### config.mk
export PLATFORM = sky130hd
export DESIGN_NAME = ysyx_22040365_ifu
export DESIGN_NICKNAME = d
export VERILOG_FILES = /design/src/rtl/ysyx_22040365_ifu_pkg.sv /design/src/rtl/ysyx_22040365_ifu_fifo.sv /design/src/rtl/ysyx_22040365_ifu.sv
export SDC_FILE = /design/constraint.sdc
export NUM_CORES = 1
export LEC_CHECK = 0
export ABC_CLOCK_PERIOD_IN_PS = 10200
export BUFFER_PORTS_ARGS = -buffer_cell sky130_fd_sc_hd__buf_2
export CAP_MARGIN = 20
export CORE_MARGIN = 2
export CORE_UTILIZATION = 55
export CTS_CLUSTER_DIAMETER = 80
export DETAILED_ROUTE_END_ITERATION = 10
export GPL_TIMING_DRIVEN = 0
export HOLD_SLACK_MARGIN = 0.03
export PLACE_DENSITY = 0.85
export SLEW_MARGIN = 0
export SYNTH_ARGS = -nofsm -noshare
export SYNTH_HDL_FRONTEND = slang
export SYNTH_HIERARCHICAL = 1
export SYNTH_SLANG_ARGS = --single-unit
export TNS_END_PERCENT = 20
### constraint.sdc
create_clock -name clk -period 10.2 [get_ports clk]
set_input_delay 1.02 -clock clk [delete_from_list [all_inputs] [get_ports clk]]
set_output_delay 1.02 -clock clk [all_outputs]
set_load 0.01 [all_outputs]
### src/rtl/ysyx_22040365_ifu_pkg.sv
// ysyx_22040365_ifu_pkg
// Shared definitions for the instruction fetch unit: architectural widths,
// the default reset PC, fetch FSM state encodings, the FIFO entry layout and
// a PC alignment helper.
package ysyx_22040365_ifu_pkg;

  localparam int XLEN = 64;
  localparam int ILEN = 32;

  localparam logic [XLEN-1:0] RESET_PC_DEF = 64'h8000_0000;

  typedef enum logic [1:0] {
    S_BOOT = 2'd0,
    S_REQ  = 2'd1,
    S_WAIT = 2'd2,
    S_DROP = 2'd3
  } ifu_state_e;

  // One buffered fetch: PC in the upper 64 bits, instruction in the lower 32.
  typedef struct packed {
    logic [XLEN-1:0] pc;
    logic [ILEN-1:0] inst;
  } fetch_entry_t;

  localparam int ENTRY_W = XLEN + ILEN;

  function automatic logic [XLEN-1:0] align_pc(input logic [XLEN-1:0] a);
    return {a[XLEN-1:2], 2'b00};
  endfunction

endpackage

### src/rtl/ysyx_22040365_ifu_fifo.sv
// ysyx_22040365_ifu_fifo
// Synchronous instruction buffer with push, pop and flush. Flush wins over
// push/pop. Head data reads as zero while empty so the decode-side outputs
// are zero out of reset without resetting the storage array.
// Ports:
//   clk, rst    clock, asynchronous active-high reset
//   i_push      write i_wdata (caller guarantees not full)
//   i_wdata     entry to write
//   i_pop       retire head entry (ignored when empty)
//   i_flush     discard all entries
//   o_rdata     head entry (zero when empty)
//   o_count     number of valid entries
module ysyx_22040365_ifu_fifo #(
  parameter int DEPTH = 2,
  parameter int WIDTH = 96
) (
  input  logic                     clk,
  input  logic                     rst,
  input  logic                     i_push,
  input  logic [WIDTH-1:0]         i_wdata,
  input  logic                     i_pop,
  input  logic                     i_flush,
  output logic [WIDTH-1:0]         o_rdata,
  output logic [$clog2(DEPTH):0]   o_count
);

  localparam int AW = $clog2(DEPTH);
  localparam logic [AW:0] FULL = (AW+1)'(DEPTH);

  logic [WIDTH-1:0] r_mem [DEPTH];
  logic [AW-1:0]    r_wr;
  logic [AW-1:0]    r_rd;
  logic [AW:0]      r_count;
  logic             w_push;
  logic             w_pop;

  assign w_push = i_push && (r_count != FULL);
  assign w_pop  = i_pop && (r_count != '0);

  always_ff @(posedge clk or posedge rst) begin
    if (rst) begin
      r_wr    <= '0;
      r_rd    <= '0;
      r_count <= '0;
    end else if (i_flush) begin
      r_wr    <= '0;
      r_rd    <= '0;
      r_count <= '0;
    end else begin
      if (w_push) r_wr <= r_wr + 1'b1;
      if (w_pop)  r_rd <= r_rd + 1'b1;
      case ({w_push, w_pop})
        2'b10:   r_count <= r_count + 1'b1;
        2'b01:   r_count <= r_count - 1'b1;
        default: r_count <= r_count;
      endcase
    end
  end

  // Storage is data only; validity is carried entirely by r_count.
  always_ff @(posedge clk) begin
    if (w_push && !i_flush) r_mem[r_wr] <= i_wdata;
  end

  assign o_rdata = (r_count != '0) ? r_mem[r_rd] : '0;
  assign o_count = r_count;

endmodule

### src/rtl/ysyx_22040365_ifu.sv
// ysyx_22040365_ifu
// Instruction fetch unit: owns the PC, keeps at most one fetch outstanding on
// the imem req/gnt/rvalid handshake, and buffers returned instructions in a
// small FIFO presented to decode with valid/ready. A redirect flushes the
// buffer and marks any in-flight fetch stale.
// Ports:
//   clk, rst                         clock, asynchronous active-high reset
//   imem_req/imem_addr               fetch request and word-aligned address
//   imem_gnt                         request accepted this cycle
//   imem_rvalid/imem_rdata           fetch response
//   redirect_valid/redirect_pc       PC redirect strobe and target
//   inst_valid/inst/inst_pc          FIFO head towards decode
//   inst_ready                       decode consumes the head
module ysyx_22040365_ifu
  import ysyx_22040365_ifu_pkg::*;
#(
  parameter logic [63:0] RESET_PC   = RESET_PC_DEF,
  parameter int          FIFO_DEPTH = 2
) (
  input  logic        clk,
  input  logic        rst,
  output logic        imem_req,
  output logic [63:0] imem_addr,
  input  logic        imem_gnt,
  input  logic        imem_rvalid,
  input  logic [31:0] imem_rdata,
  input  logic        redirect_valid,
  input  logic [63:0] redirect_pc,
  output logic        inst_valid,
  output logic [31:0] inst,
  output logic [63:0] inst_pc,
  input  logic        inst_ready
);

  localparam int CW = $clog2(FIFO_DEPTH) + 1;
  localparam logic [CW-1:0] DEPTH_C = CW'(FIFO_DEPTH);

  ifu_state_e   r_state;
  logic [63:0]  r_pc;
  logic [63:0]  r_req_pc;
  logic [CW-1:0] w_count;
  fetch_entry_t w_head;
  fetch_entry_t w_push_entry;
  logic         w_grant;
  logic         w_resp;
  logic         w_push;
  logic         w_pop;

  // In REQ nothing is outstanding, so the credit check reduces to the
  // FIFO occupancy alone; a granted fetch always finds a free slot.
  assign imem_req  = (r_state == S_REQ) && (w_count < DEPTH_C);
  assign imem_addr = r_pc;

  assign w_grant = imem_req && imem_gnt;
  assign w_resp  = (r_state == S_WAIT) && imem_rvalid;
  assign w_push  = w_resp && !redirect_valid;
  assign w_pop   = inst_valid && inst_ready;

  assign w_push_entry = '{pc: r_req_pc, inst: imem_rdata};

  always_ff @(posedge clk or posedge rst) begin
    if (rst) begin
      r_state <= S_BOOT;
      r_pc    <= RESET_PC;
    end else begin
      case (r_state)
        S_BOOT: r_state <= S_REQ;
        S_REQ: begin
          // A grant coinciding with a redirect fetched the old stream.
          if (w_grant) r_state <= redirect_valid ? S_DROP : S_WAIT;
        end
        S_WAIT: begin
          if (imem_rvalid)         r_state <= S_REQ;
          else if (redirect_valid) r_state <= S_DROP;
        end
        S_DROP: begin
          if (imem_rvalid) r_state <= S_REQ;
        end
        default: r_state <= S_BOOT;
      endcase

      if (redirect_valid) r_pc <= align_pc(redirect_pc);
      else if (w_grant)   r_pc <= r_pc + 64'd4;
    end
  end

  always_ff @(posedge clk) begin
    if (w_grant) r_req_pc <= r_pc;
  end

  ysyx_22040365_ifu_fifo #(
    .DEPTH (FIFO_DEPTH),
    .WIDTH (ENTRY_W)
  ) u_fifo (
    .clk     (clk),
    .rst     (rst),
    .i_push  (w_push),
    .i_wdata (w_push_entry),
    .i_pop   (w_pop),
    .i_flush (redirect_valid),
    .o_rdata (w_head),
    .o_count (w_count)
  );

  assign inst_valid = (w_count != '0);
  assign inst       = w_head.inst;
  assign inst_pc    = w_head.pc;

endmodule

==> run metrics <==
status complete, no violations; Setup crit start kind register; routability cong. just over 0.9; Setup CP Type reg -> reg; Max-cap violations 0; DRT Wirelength roughly 32000 um; Post-synth EDFFs about 250; P&R area growth vs syn 22.6%; vias in the first global route slightly below 9000; post-route cell area about 16000 um^2; Clk pin slew, worst setup/hold paths around 0.07 ns; FP Rows 56; Post-synth top cells 254 x edfxtp_1, 121 x nor2_1, 98 x mux2i_1, 67 x dfrtp_1, 65 x nand2_1; Ant. Diodes 0; RSZ-0062 raised after global routing false; top cells by area, synth edfxtp_1 58%, dfrtp_1 13%, mux2i_1 7.4%; Yosys top cell area share a little under three fifths; Sink Count roughly 320; total global routing overflow 0; Critical Path RT ~11 ns; Num CTS Buffers 31; die area 25400 um^2; I/O Buffers 259; Tot Pwr a little over 0.003 W; CP delay by family, top simple AND/OR/NAND/NOR gates; vias after detailed routing 9155; P per Cell Area 189 nW/um^2; CP peak stage delay between 0.8 and 0.9 ns; Die Span Y ~160 um; WL per Instance between 15 and 20 um; Mapped Area between 10000 and 15000 um^2; worst rel slew slack 30.0%; gr usage total between 20% and 30%; CTS tree done; Non-Filler Instances roughly 1600; slowest CP cell nor3_1; sequential area share after synthesis about 70%; DP Area roughly 15000 um^2; Placed Cells about 1600; antenna-violating nets left 0; Avg Inst Size Synth about 14 um^2; main flop type after synthesis edfxtp_1; final number of hold-violating endpoints 0; First DRT Iteration DRCs about 640; vias per cell approximately 5.7; max-slew violations 0; crit share post-route around a third; library cells used by synthesis between 50 and 60; Chip Width 159 um; number of I/O pins 264; pin count of the biggest net entering global routing between 60 and 70; first-pass GRT wire length 48600 um; #FFs+latches synth between 300 and 400; DP HPWL ~23000 um; Final Critical Period between 3 and 4 ns; setup ws final between 6 and 7 ns; Clock Path Buffers 3; Cell Chain, Critical Path inv_1 -> ha_1 -> nand3b_4 -> nor3_1 -> nand4_1 -> clkbuf_1 -> o21a_1 -> o31a_1; Buf/Inv on CP 2; Worst R2R Start r_state[1]$_DFFE_PP0P_; reg2reg end imem_addr[58]$_DFFE_PP0P_; pre-CTS WS roughly 6.2 ns; Achievable Freq between 200 and 300 MHz; Layout Nets between 1000 and 1500; Worst setup EP type register; CTS root buf clkbuf_16; Post-synth ARST share 21.1%; drt first pass iters 6; r2r worst-path depth 8; worst skew pair latency about 0.56 ns; Mapped Cells roughly 950; Initial Util between 50% and 60%; top-count cell post-synth edfxtp_1; P_leak a little over 6 nW; min-delay worst type in -> async; CTS H-tree lvls 1; R2R setup slack approximately 6.7 ns; Worst EP arrival around 4 ns; setup violators final 0; Synth Warn # 6; CP max FO 10; Post-CTS Setup Repair Bufs 0; Slew @ Worst Pin 1.04 ns; Layout Skew between 0.015 and 0.02 ns; largest area contributor in the netlist edfxtp_1; core area 23500 um^2; antenna violations before repair 0; DRC 0; hold buffer count at cts 0; layout cell share with drive strength beyond 1 28.6%; VDD IR-drop max ~0.00014 V; post_cts resized 0
-- per-stage QoR --
| step | util (%) | hold slack (ns) | TNS [ns] |
|---|---|---|---|
| floorplan | - | 0.421 | 0 |
| global placement | 63.6 | 0.422 | -700.47 |
| detailed placement | 64.6 | 0.429 | 0 |
| CTS | 69.0 | 0.380 | 0 |
| global route | 69.0 | 0.392 | 0 |
| finish | 69.0 | 0.403 | 0 |
-- sequential cells by signal, indices dropped and copies added (netlist names) --
signal and count:
u_fifo/r_mem 192, imem_addr 62, r_req_pc 62, r_state 2
u_fifo/o_count 2, u_fifo/r_rd 1, u_fifo/r_wr 1
-- layout by cell type, fill, tap and decap left out, types with 3 or more instances in the layout --
cell	n
buf_2	267
edfxtp_1	254
nor2_1	121
mux2i_1	98
dfrtp_1	67
nand2_1	65
o21ai_0	48
nand3_1	32
clkbuf_16	31
nand4_1	26
clkbuf_1	24
xor2_1	24
buf_6	23
and3_1	17
a31oi_1	15
or3_1	14
or4_1	12
nor3_1	12
buf_4	12
xnor2_1	11
inv_1	8
and2_1	7
a21oi_1	7
clkinv_2	7
o211ai_1	6
and4_1	6
conb_1	6
nor4_1	5
o31ai_1	5
o311ai_0	4
clkinv_1	4
ha_1	4
bufinv_16	4
nand2b_1	3
nor2b_1	3
clkbuf_8	3
-- power breakdown --
group | leakage [nW] | switching (W) | total, W | internal [W]
Combinational | 2.49 | 0.000178 | 0.000274 | 0.0000963
Clock | 0.510 | 0.000478 | 0.00116 | 0.000681
Sequential | 3.12 | 0.0000781 | 0.00163 | 0.00155
Total | 6.12 | 0.000734 | 0.00307 | 0.00233
-- worst max-delay path by stage --
stage / start / to / slack, ns / cells after the start
2_1_floorplan: redirect_valid / u_fifo/r_mem[1][0]$_DFFE_PP_ / 0.81 / 5
3_3_place_gp: redirect_valid / u_fifo/r_mem[1][75]$_DFFE_PP_ / -3.99 / 6
3_5_place_dp: redirect_valid / u_fifo/r_mem[1][43]$_DFFE_PP_ / 6.21 / 9
4_1_cts: redirect_valid / u_fifo/r_mem[1][43]$_DFFE_PP_ / 6.77 / 9
5_1_grt: r_state[1]$_DFFE_PP0P_ / imem_addr[58]$_DFFE_PP0P_ / 6.50 / 8
6_report: r_state[1]$_DFFE_PP0P_ / imem_addr[58]$_DFFE_PP0P_ / 6.71 / 8
-- layout make-up --
class                   count  area, um^2
flip-flops and latches    322        9330
fillers                  1655        7290
plain buffers              46         258
clock inverters            19         208
repair buffers            279        1530
clock buffers              38         832
well taps                 319         399
inverters                  11        46.3
multi-input cells         580        3650
-- cell families after synthesis --
| family | count (synthesis) | synth area share (%) |
|---|---|---|
| simple gates | 341 | 12.8 |
| flops | 322 | 70.4 |
| mux | 100 | 7.57 |
| compound gates | 94 | 4.23 |
| buf+inv | 57 | 2.26 |
| xor+xnor | 35 | 2.31 |
| fa+ha+maj | 4 | 0.378 |
| other cells | 1 | 0.0283 |
-- metal layers --
layer	vias up	track usage, %	routed length [um]
met5	-	0	0
li1	4191	-	-
met2	446	40.4	15100
met3	91	4.22	2200
met1	4427	33.0	13200
met4	0	8.55	1160
Power figures use the tool's default switching activity.
